[config.mk]
export PLATFORM = sky130hd
export DESIGN_NAME = ram_port_arbiter_flat
export DESIGN_NICKNAME = d
export VERILOG_FILES = /design/src/rtl/ram_port_arbiter_if.sv /design/src/rtl/ram_port_arbiter.sv /design/src/flat_wrapper.sv
export SDC_FILE = /design/constraint.sdc
export NUM_CORES = 1
export LEC_CHECK = 0
export CAP_MARGIN = 20
export CORE_ASPECT_RATIO = 0.8
export CORE_MARGIN = 2
export CORE_UTILIZATION = 35
export DETAILED_ROUTE_END_ITERATION = 12
export PLACE_DENSITY = 0.81
export SYNTH_ARGS = -nofsm -noshare
export SYNTH_HDL_FRONTEND = slang
export SYNTH_SLANG_ARGS = --single-unit
[constraint.sdc]
create_clock -name clk -period 2.6 [get_ports clk]
set_input_delay 0.65 -clock clk [delete_from_list [all_inputs] [get_ports clk]]
set_output_delay 0.65 -clock clk [all_outputs]
set_load 0.01 [all_outputs]
[src/rtl/ram_port_arbiter_if.sv]
// ram_port_arbiter_if: one requester's access port onto the shared single-port RAM.
// The requester drives req/we/addr/wdata/wmask; the arbiter returns gnt/rvalid/rdata.
interface ram_port_arbiter_if #(
  parameter int AW = 10,
  parameter int DW = 32
);
  logic              req;
  logic              we;
  logic [AW-1:0]     addr;
  logic [DW-1:0]     wdata;
  logic [DW/8-1:0]   wmask;
  logic              gnt;
  logic              rvalid;
  logic [DW-1:0]     rdata;

  modport master (output req, we, addr, wdata, wmask, input gnt, rvalid, rdata);
  modport slave  (input req, we, addr, wdata, wmask, output gnt, rvalid, rdata);
endinterface

[src/rtl/ram_port_arbiter.sv]
// ram_port_arbiter: shares one single-port RAM between the core (c) and PIM (p) requesters.
// Optional RAM_ARB_RR_EN selects round-robin tie-breaking; otherwise the core wins every tie.
module ram_port_arbiter #(
  parameter int AW     = 10,
  parameter int DW     = 32,
  parameter int RD_LAT = 2
) (
  input  logic                clk,
  input  logic                reset,
  ram_port_arbiter_if.slave   c,
  ram_port_arbiter_if.slave   p,
  output logic [AW-1:0]       ram_addr,
  output logic [DW-1:0]       ram_wdata,
  output logic [DW/8-1:0]     ram_byteena,
  output logic                ram_wen,
  output logic                ram_rden,
  input  logic [DW-1:0]       ram_rdata
);
  localparam int         BW       = DW / 8;
  localparam logic       ID_C     = 1'b0;
  localparam logic       ID_P     = 1'b1;
  localparam logic [2:0] CNT_INIT = 3'(RD_LAT - 1);
`ifdef RAM_ARB_RR_EN
  localparam bit         RR_EN    = 1'b1;
`else
  localparam bit         RR_EN    = 1'b0;
`endif

  typedef enum logic [1:0] {
    IDLE   = 2'd0,
    ISSUE  = 2'd1,
    RDWAIT = 2'd2
  } state_t;

  state_t          state_r;
  logic [2:0]      cnt_r;
  logic            we_r;
  logic            id_r;
  logic            last_r;
  logic            c_gnt_r;
  logic            p_gnt_r;
  logic            c_rvalid_r;
  logic            p_rvalid_r;

  logic            pick_p_s;
  logic            sel_we_s;
  logic [AW-1:0]   sel_addr_s;
  logic [DW-1:0]   sel_wdata_s;
  logic [BW-1:0]   sel_wmask_s;

  // Winner selection and request mux; only consulted while idle.
  always_comb begin
    pick_p_s = 1'b0;
    if (c.req && p.req) begin
      pick_p_s = RR_EN && (last_r == ID_C);
    end else if (p.req) begin
      pick_p_s = 1'b1;
    end else begin
      pick_p_s = 1'b0;
    end
    if (pick_p_s) begin
      sel_we_s    = p.we;
      sel_addr_s  = p.addr;
      sel_wdata_s = p.wdata;
      sel_wmask_s = p.wmask;
    end else begin
      sel_we_s    = c.we;
      sel_addr_s  = c.addr;
      sel_wdata_s = c.wdata;
      sel_wmask_s = c.wmask;
    end
  end

  // Access FSM: strobes, grants and read-valid are all registered pulses.
  always_ff @(posedge clk or posedge reset) begin
    if (reset) begin
      state_r     <= IDLE;
      cnt_r       <= 3'd0;
      we_r        <= 1'b0;
      id_r        <= ID_C;
      last_r      <= ID_P;
      c_gnt_r     <= 1'b0;
      p_gnt_r     <= 1'b0;
      c_rvalid_r  <= 1'b0;
      p_rvalid_r  <= 1'b0;
      ram_addr    <= {AW{1'b0}};
      ram_wdata   <= {DW{1'b0}};
      ram_byteena <= {BW{1'b0}};
      ram_wen     <= 1'b0;
      ram_rden    <= 1'b0;
    end else begin
      c_gnt_r    <= 1'b0;
      p_gnt_r    <= 1'b0;
      c_rvalid_r <= 1'b0;
      p_rvalid_r <= 1'b0;
      ram_wen    <= 1'b0;
      ram_rden   <= 1'b0;
      case (state_r)
        IDLE: begin
          if (c.req || p.req) begin
            id_r        <= pick_p_s;
            we_r        <= sel_we_s;
            ram_addr    <= sel_addr_s;
            ram_wdata   <= sel_wdata_s;
            ram_byteena <= sel_we_s ? sel_wmask_s : {BW{1'b1}};
            ram_wen     <= sel_we_s;
            ram_rden    <= ~sel_we_s;
            c_gnt_r     <= ~pick_p_s;
            p_gnt_r     <= pick_p_s;
            state_r     <= ISSUE;
          end else begin
            state_r <= IDLE;
          end
        end
        ISSUE: begin
          last_r <= id_r;
          if (we_r) begin
            state_r <= IDLE;
          end else begin
            // With RD_LAT=1 the data is due in the very next cycle.
            cnt_r      <= CNT_INIT;
            c_rvalid_r <= (CNT_INIT == 3'd0) && (id_r == ID_C);
            p_rvalid_r <= (CNT_INIT == 3'd0) && (id_r == ID_P);
            state_r    <= RDWAIT;
          end
        end
        RDWAIT: begin
          if (cnt_r == 3'd0) begin
            state_r <= IDLE;
          end else begin
            cnt_r      <= cnt_r - 3'd1;
            c_rvalid_r <= (cnt_r == 3'd1) && (id_r == ID_C);
            p_rvalid_r <= (cnt_r == 3'd1) && (id_r == ID_P);
            state_r    <= RDWAIT;
          end
        end
        default: begin
          state_r <= IDLE;
        end
      endcase
    end
  end

  assign c.gnt    = c_gnt_r;
  assign p.gnt    = p_gnt_r;
  assign c.rvalid = c_rvalid_r;
  assign p.rvalid = p_rvalid_r;
  assign c.rdata  = ram_rdata;
  assign p.rdata  = ram_rdata;
endmodule

[src/flat_wrapper.sv]
// flat-port wrapper written by rule: the top's interface ports become plain ports
module ram_port_arbiter_flat 
#(
  parameter int AW     = 10,
  parameter int DW     = 32,
  parameter int RD_LAT = 2
)
  (clk, reset, ram_addr, ram_wdata, ram_byteena, ram_wen, ram_rden, ram_rdata, c_req, c_we, c_addr, c_wdata, c_wmask, c_gnt, c_rvalid, c_rdata, p_req, p_we, p_addr, p_wdata, p_wmask, p_gnt, p_rvalid, p_rdata);
  ram_port_arbiter_if #(.AW(AW), .DW(DW)) c_i ();
  ram_port_arbiter_if #(.AW(AW), .DW(DW)) p_i ();
  input  logic clk;
  input  logic reset;
  output logic [AW-1:0] ram_addr;
  output logic [DW-1:0] ram_wdata;
  output logic [DW/8-1:0] ram_byteena;
  output logic ram_wen;
  output logic ram_rden;
  input  logic [DW-1:0] ram_rdata;
  input wire logic [$bits(c_i.req)-1:0] c_req;
  input wire logic [$bits(c_i.we)-1:0] c_we;
  input wire logic [$bits(c_i.addr)-1:0] c_addr;
  input wire logic [$bits(c_i.wdata)-1:0] c_wdata;
  input wire logic [$bits(c_i.wmask)-1:0] c_wmask;
  output wire logic [$bits(c_i.gnt)-1:0] c_gnt;
  output wire logic [$bits(c_i.rvalid)-1:0] c_rvalid;
  output wire logic [$bits(c_i.rdata)-1:0] c_rdata;
  input wire logic [$bits(p_i.req)-1:0] p_req;
  input wire logic [$bits(p_i.we)-1:0] p_we;
  input wire logic [$bits(p_i.addr)-1:0] p_addr;
  input wire logic [$bits(p_i.wdata)-1:0] p_wdata;
  input wire logic [$bits(p_i.wmask)-1:0] p_wmask;
  output wire logic [$bits(p_i.gnt)-1:0] p_gnt;
  output wire logic [$bits(p_i.rvalid)-1:0] p_rvalid;
  output wire logic [$bits(p_i.rdata)-1:0] p_rdata;
  assign c_i.req = c_req;
  assign c_i.we = c_we;
  assign c_i.addr = c_addr;
  assign c_i.wdata = c_wdata;
  assign c_i.wmask = c_wmask;
  assign c_gnt = c_i.gnt;
  assign c_rvalid = c_i.rvalid;
  assign c_rdata = c_i.rdata;
  assign p_i.req = p_req;
  assign p_i.we = p_we;
  assign p_i.addr = p_addr;
  assign p_i.wdata = p_wdata;
  assign p_i.wmask = p_wmask;
  assign p_gnt = p_i.gnt;
  assign p_rvalid = p_i.rvalid;
  assign p_rdata = p_i.rdata;
  ram_port_arbiter #(.AW(AW), .DW(DW), .RD_LAT(RD_LAT)) u_core (.clk(clk), .reset(reset), .c(c_i), .p(p_i), .ram_addr(ram_addr), .ram_wdata(ram_wdata), .ram_byteena(ram_byteena), .ram_wen(ram_wen), .ram_rden(ram_rden), .ram_rdata(ram_rdata));
endmodule
-- Word-level counts from Yosys, hierarchy flattened
Index checks and enable logic that the tools add are counted.
- register bits after elaboration: 59
- input bits: 130
- output and inout bits: 116
- $add $sub $neg: 1
- equality and inequality tests: 5
- muxes and demuxes: 26
- bitwise gates (word level): 3
- reductions and logical operators: 9
- operator list (operator ; number):
    2-to-1 mux 32 bit ; 1
    2-to-1 mux 1 bit ; 16
    2-to-1 mux 10 bit ; 1
    2-to-1 mux 4 bit ; 2
    2-to-1 mux 3 bit ; 2
    one-hot mux 2 bit (3 select lines) ; 1
    one-hot mux 3 bit (2 select lines) ; 1
    2-to-1 mux 2 bit ; 2
    != test 2 bit, second input constant ; 2
    == test 3 x 1 -> 1 bit, second input constant ; 1
    logical AND 1 bit ; 3
    zero test 3 bit ; 1
    NOT 1 bit ; 3
    AND reduction 3 bit ; 1
    subtractor 3 x 1 -> 3 bit, second input constant ; 1
    == test 2 x 1 -> 1 bit, second input constant ; 1
    == test 2 bit, second input constant ; 1
    zero test 2 bit ; 1
    AND reduction 2 bit ; 1
    nonzero test 2 bit ; 1
    logical OR 1 bit ; 1

-- Logic depth before layout (Yosys ltp)
Gate-level depths: netlist of run 1.
- depth in word-level cells: 6
- mapped depth: 7
- depth with buffers taken out: 6

-- Worst setup path before layout of run 1
Ideal clock, no wire load.
- kind: input to register
- from: input p_req
- to: register u_core.ram_addr[9]
- setup time: 0.121 ns
- data arrival time: 1.390 ns
- slack: 1.089 ns
- stages: 5
- path through: buf_4 nor2b_4 buf_6 a22o_1 a22o_1
- longest elaborated chain between the ends: 3
- elaborated cells on any way between the ends: 6
- ends and longest elaborated chain (what ; line ; RTL):
    from (decl) ; flat_wrapper.sv:27 ; input wire logic [$bits(p_i.req)-1:0] p_req;
    2-to-1 mux 1 bit or logical AND 1 bit (tied branches) ; ram_port_arbiter.sv:56, ram_port_arbiter.sv:54 ;
    2-to-1 mux 1 bit ; ram_port_arbiter.sv:54 ; if (c.req && p.req) begin
    2-to-1 mux 10 bit ; ram_port_arbiter.sv:61 ; if (pick_p_s) begin
    to (signal assigned) ; ram_port_arbiter.sv:86 ; ram_addr <= {AW{1'b0}};
    to (signal assigned) ; ram_port_arbiter.sv:103 ; ram_addr <= sel_addr_s;
    to (decl) ; ram_port_arbiter.sv:12 ; output logic [AW-1:0] ram_addr,
Several ways; a longest one is shown, not always the timed one.
A chain may end at the register's enable or synchronous reset.

-- Worst setup path in the final report of run 1
- from: register u_core.ram_addr[2]
- to: output ram_addr[2]
- RTL lines (what ; line ; RTL):
    to (decl) ; flat_wrapper.sv:13 ; output logic [AW-1:0] ram_addr;
No word-level cell between the ends.

==> results of run 1 <==
cell usage after synthesis:
| master | count |
|---|---|
| inv_1 | 8 |
| nand2b_1 | 3 |
| o22ai_1 | 25 |
| buf_6 | 4 |
| nand3b_1 | 27 |
| o21ai_4 | 1 |
| o21bai_1 | 1 |
| o2bb2ai_1 | 1 |
| nand2_2 | 1 |
| inv_4 | 1 |
| ha_1 | 8 |
| a22o_1 | 34 |
| a21oi_1 | 27 |
| buf_2 | 8 |
| a21boi_0 | 1 |
| o21a_2 | 1 |
| nor2_1 | 11 |
| o21ai_0 | 27 |
| a221oi_4 | 1 |
| buf_4 | 66 |
| and2_1 | 2 |
| dfrtp_1 | 59 |
| nor2b_4 | 1 |
| clkbuf_1 | 9 |
| a31oi_1 | 5 |
| a32o_2 | 1 |
| nand2_1 | 9 |
| inv_2 | 1 |
| nand3_1 | 1 |
| mux2i_1 | 1 |
state kept, by name, indices dropped and copies added, names as in the netlist:
register	count
u_core.c.gnt	1
u_core.p.gnt	1
u_core.p.rvalid	1
u_core.ram_addr	10
u_core.state_r	2
u_core.we_r	1
u_core.ram_wdata	32
u_core.ram_rden	1
u_core.c.rvalid	1
u_core.ram_wen	1
u_core.ram_byteena	4
u_core.id_r	1
u_core.cnt_r	3
report_power, final:
part | switching, uW | leakage [uW] | internal [uW]
registers | 301 | 0.000697 | 1350
logic | 1080 | 0.00110 | 1260
clock network | 396 | 0.000135 | 692
total | 1780 | 0.00193 | 3300
per-stage QoR:
stage	total power [uW]	setup WS, ns	utilization [%]
2_1_floorplan	2916	0.4937	-
5_1_grt	5404	0.5685	50.03
4_1_cts	5122	0.6569	50.03
6_report	5075	0.6735	50.03
3_5_place_dp	4007	0.3459	47.08
3_3_place_gp	3918	0.4018	47.08
area by class of cell:
type                            instances  area, um^2  area share (%)
Clock buffer                           12       256.5           5.358
Clock inverter                          4       25.02          0.5227
Inverter                               10       40.04          0.8364
Multi-Input combinational cell        189        1289           26.92
Sequential cell                        59        1476           30.84
Tap cell                              119       148.9           3.110
Timing Repair Buffer                  156        1551           32.41
how the worst max path moves through the flow:
| stage | start | cells past startpoint | end | slack, ns |
|---|---|---|---|---|
| 3_5_place_dp | c_req | 3 | u_core.ram_addr[9]$_DFFE_PP0P_ | 0.35 |
| 6_report | u_core.ram_addr[2]$_DFFE_PP0P_ | 1 | ram_addr[2] | 0.67 |
| 3_3_place_gp | c_req | 4 | u_core.we_r$_DFFE_PP0P_ | 0.40 |
| 4_1_cts | u_core.ram_addr[2]$_DFFE_PP0P_ | 1 | ram_addr[2] | 0.66 |
| 2_1_floorplan | reset | 1 | u_core.c.gnt$_DFF_PP0_ | 0.49 |
| 5_1_grt | u_core.state_r[0]$_DFF_PP0_ | 6 | u_core.ram_addr[0]$_DFFE_PP0P_ | 0.57 |
routing by layer:
metal | vias to the layer above | routed length, um
met1 | 1370 | 3694
met3 | 27 | 641
li1 | 1336 | -
met5 | - | 0
met2 | 120 | 4370
met4 | 0 | 193
cell families (layout without fill, tap and decap cells):
family,after synthesis,count (layout),synth area share [%]
and+or+nand+nor,55,55,9.776
buffers and inverters,97,182,19.15
DFF,59,59,43.21
adders and majority gates,8,8,2.929
muxes,1,1,0.2929
AOI/OAI and AO/OA,125,125,24.64
cells in the final DEF (no fill, tap or decap), types with 2 or more instances in the layout:
cell type	count
a22o_1	34
a31oi_1	5
ha_1	7
and2_1	2
clkinvlp_4	2
inv_1	7
clkdlybuf4s50_1	148
clkbuf_16	9
nor2_1	11
clkinv_2	2
nand2b_1	3
dfrtp_1	59
o22ai_1	25
clkbuf_8	2
o21ai_0	27
buf_4	6
inv_2	2
nand3b_1	27
a21oi_1	27
nand2_1	9
==> impl_metrics.tcl, run 1 <==
set metrics [dict create \
    worstPathCellList "clkdlybuf4s50_1" \
    hold_path_startpoint "u_core.id_r$_DFFE_PP0P_" \
    r2r_end "u_core.ram_addr[1]$_DFFE_PP0P_" \
    vias 2853 \
    min_path_type "register to register" \
    drt-vias-per-instance 5.197 \
    setup_viol 0 \
    instances_no_fill 549 \
    hold_end "u_core.c.rvalid$_DFF_PP0_" \
    die_area_um2 10570 \
    use_met3_pct 6.414 \
    syn_to_final_growth_pct 40.10 \
    grt_setup_unrepaired "false" \
    finClkSkew_ns 0.005820 \
    grt_pass1_vias 2970 \
    fp.dieH_um 92.38 \
    fin_nets 563 \
    ctsHoldBuffers 0 \
    finalWeightedCongestion 0.7559 \
    tns_ns 0 \
    cts.sink_count 59 \
    root_buffer "clkbuf_16" \
    drtIter0Drc 108 \
    place_area_um2 4506 \
    grt_pass1_wl_um 14120 \
    drc 0 \
    synth_top_cell_by_area "dfrtp_1" \
    synth_top_area_share_pct 43.21 \
    status "completed" \
    ys.warnings.count 0 \
    antenna_left 0 \
    synth_area_leaders "dfrtp_1 (43%), buf_4 (15%), a22o_1 (8.7%)" \
    ctsResizeCount 0 \
    synth_nets 483 \
    syn_inst 345 \
    antenna_cells 0 \
    syn_area_per_cell_um2 9.904 \
    p_leak_uw 0.001927 \
    rows 32 \
    holdPathStages 1 \
    firstDrtPassIters 4 \
    core_area_um2 9569 \
    start_util_pct 35.71 \
    portBuffers 149 \
    startpoint_type "register" \
    worstRegToRegCells 6 \
    hpwl_um 6499 \
    die_w_um 114.5 \
    whs_ns 0.4575 \
    finalCriticalPeriod_ns 1.927 \
    max_stage_delay_ns 0.57 \
    h-tree-depth 3 \
    layout-drive-gt1-share_pct 7.674 \
    post_cts_buffers 0 \
    wl_um 8899 \
    fmax_ghz 0.5191 \
    powerDensity_nw_per_um2 1060 \
    nFillCells 862 \
    placed_cells 533 \
    wl_per_cell_um 16.21 \
    final.period_utilization_pct 74.10 \
    grt_usage_pct 16.89 \
    antenna_found_initial 0 \
    synth.distinct_cells 30 \
    timing.critical_path.buf_inv 1 \
    cts.clk_slew.worst_paths_ns 0.05 \
    critPathKind "register to output pin" \
    grt.busiest_layer "met2" \
    syn_area_um2 3417 \
    clockBufferDepth 2 \
    cp_top_family "buffers and inverters" \
    grt_max_degree 60 \
    grtUsageMet1_pct 20.20 \
    grt_use_met2_pct 27.66 \
    tightest_slew_ns 0.5671 \
    finalHoldViolations 0 \
    max-vdd-ir-drop_uv 461.5 \
    numCtsBuffers 9 \
    cts_tree "done" \
    final_cell_area_um2 4787 \
    worst_ep_required_time_ns 1.95 \
    rrSetupSlack_ns 0.77 \
    arrival_ns 1.28 \
    worst_r2r_startpoint "u_core.state_r[0]$_DFF_PP0_" \
    endpoint_kind "output pin" \
    clk_latency_ns 0.32 \
    crit_fanout 3 \
    slowest_stage "clkdlybuf4s50_1" \
    grt-ovfl-total 0 \
    drv_slew 0 \
    ys_seq_elements 59 \
    seq_area_frac_synth_pct 43.21 \
    maxCapViolCount 0 \
    slew-limit-headroom_pct 62.05 \
    io_pins 246 \
]
Note: power is estimated with default switching activity, not from simulation.
==> run 2: changes to the inputs <==
- clock period: 2.6 -> 1.89 ns (I/O delays scaled with it)
==> run 2 against run 1 <==
Against the previous run: utilization is 1.1 points higher; final cell count is 1.3% higher; cell area is 2.1% higher; total power is 42% higher; critical path type unchanged; critical endpoint is now ram_wdata[11].
==> impl_metrics.tcl, run 2 (synthesized netlist as in run 1, its figures left out) <==
set metrics [dict create \
    hpwl_um 6509 \
    io_pins 246 \
    p_leak_uw 0.001983 \
    finalHoldViolations 0 \
    met1Wirelength_um 3561 \
    root_buffer "clkbuf_16" \
    grt_max_degree 60 \
    fp.dieH_um 92.38 \
    fin_ws_ns 0.1589 \
    ctsResizeCount 0 \
    top_register "u_core.ram_wdata" \
    final.period_utilization_pct 91.59 \
    h-tree-depth 3 \
    arrival_ns 1.26 \
    syn_to_final_growth_pct 43.10 \
    portBuffers 149 \
    critPathKind "register to output pin" \
    drv_slew 0 \
    core_area_um2 9569 \
    cts.clk_slew.worst_paths_ns 0.05 \
    grt_usage_pct 16.86 \
    slowest_stage "clkdlybuf4s50_1" \
    powerDensity_nw_per_um2 1470 \
    tns_ns 0 \
    wl_met3_um 771 \
    post_cts_buffers 0 \
    startpoint_type "register" \
    layout-drive-gt1-share_pct 8.924 \
    largest_reg_flops 32 \
    die_area_um2 10570 \
    clk_latency_ns 0.32 \
    ctsHoldBuffers 0 \
    dr.max_layer_used "met4" \
    start_util_pct 35.71 \
    finalCriticalPeriod_ns 1.731 \
    antenna_left 0 \
    setup_viol 0 \
    vias 2822 \
    worst_ep_required_time_ns 1.42 \
    antenna_found_initial 0 \
    firstDrtPassIters 4 \
    timing.critical_path.buf_inv 1 \
    min_path_type "register to register" \
    slew-limit-headroom_pct 74.13 \
    endpoint_kind "output pin" \
    fin_nets 571 \
    grt-ovfl-total 0 \
    die_w_um 114.5 \
    antenna_cells 0 \
    worstPathCellList "clkdlybuf4s50_1" \
    maxCapViolCount 0 \
    clockBufferDepth 2 \
    final_common_cell "clkdlybuf4s50_1" \
    reg_top3 "u_core.ram_wdata (32), u_core.ram_addr (10), u_core.ram_byteena (4)" \
    rows 32 \
    fmax_ghz 0.5777 \
    met2_length_um 4316 \
    wl_um 8762 \
    grt_setup_unrepaired "false" \
    grt_pass1_wl_um 14190 \
    layout_common_cells "clkdlybuf4s50_1 (148), dfrtp_1 (59), a22o_1 (34)" \
    tightest_slew_ns 0.3847 \
    numCtsBuffers 9 \
    wl_per_cell_um 15.76 \
    preCtsSetupSlack_ns -0.008514 \
    cp_top_family "buffers and inverters" \
    drt-vias-per-instance 5.076 \
    grt_pass1_vias 2949 \
    power_uw 7186 \
    max-vdd-ir-drop_uv 561.6 \
    crit_fanout 3 \
    drtIter0Drc 74 \
    finalWeightedCongestion 0.7798 \
    finClkSkew_ns 0.004950 \
    status "completed" \
    cts_tree "done" \
    drc 0 \
    cts.sink_count 59 \
    max_stage_delay_ns 0.56 \
]
[run 2: changes by cell type in the layout (fill, tap and decap cells not counted)]
cell and change:
clkinvlp_4 -1, buf_12 +2, clkbuf_1 +1, bufinv_16 +1
buf_4 +6, inv_2 -1, clkinv_2 -1
[run 2: power by group]
group          internal, uW  total (uW)  leakage, uW  switching, uW
registers              1850        2250     0.000697            399
clock network          1080        1600     0.000146            516
logic                  1830        3340      0.00114           1510
[run 2: metrics by stage]
step	area [um^2]	utilization, %	hold slack [ns]	cells
6_report	4890	51.10	0.4865	556
5_1_grt	4890	51.10	0.4987	556
4_1_cts	4890	51.10	0.4837	556
3_5_place_dp	4594	48.01	0.4780	541
3_3_place_gp	4594	48.01	0.4752	541
2_1_floorplan	3421	-	0.4244	345
[run 2: area by class of cell]
cell class / instances / area [um^2]
clock buffers: 13 / 260.3
inverters: 10 / 43.79
multi-input cells: 189 / 1289
clock inverters: 2 / 35.03
fillers: 879 / 4679
flip-flops and latches: 59 / 1476
well taps: 119 / 148.9
repair buffers: 164 / 1637
[run 2: worst paths after layout]
check / from / to / slack, ns / cells after the start
worst max-delay path: u_core.ram_wdata[11]$_DFFE_PP0P_ / ram_wdata[11] / 0.16 / 1
worst min-delay path: u_core.id_r$_DFFE_PP0P_ / u_core.c.rvalid$_DFF_PP0_ / 0.49 / 1
worst max register to register: u_core.state_r[1]$_DFF_PP0_ / u_core.cnt_r[1]$_DFFE_PP0P_ / 0.30 / 5
worst min register to register: u_core.id_r$_DFFE_PP0P_ / u_core.c.rvalid$_DFF_PP0_ / 0.49 / 1
max in group asynchronous: reset / u_core.ram_addr[2]$_DFFE_PP0P_ / 1.03 / 3
min in group asynchronous: reset / u_core.ram_wen$_DFF_PP0_ / 0.59 / 3
[run 2: metal layers]
layer	vias up	GRT usage (%)
li1	1351	-
met5	-	0
met4	0	5.285
met1	1317	19.91
met2	135	27.42
met3	19	7.657
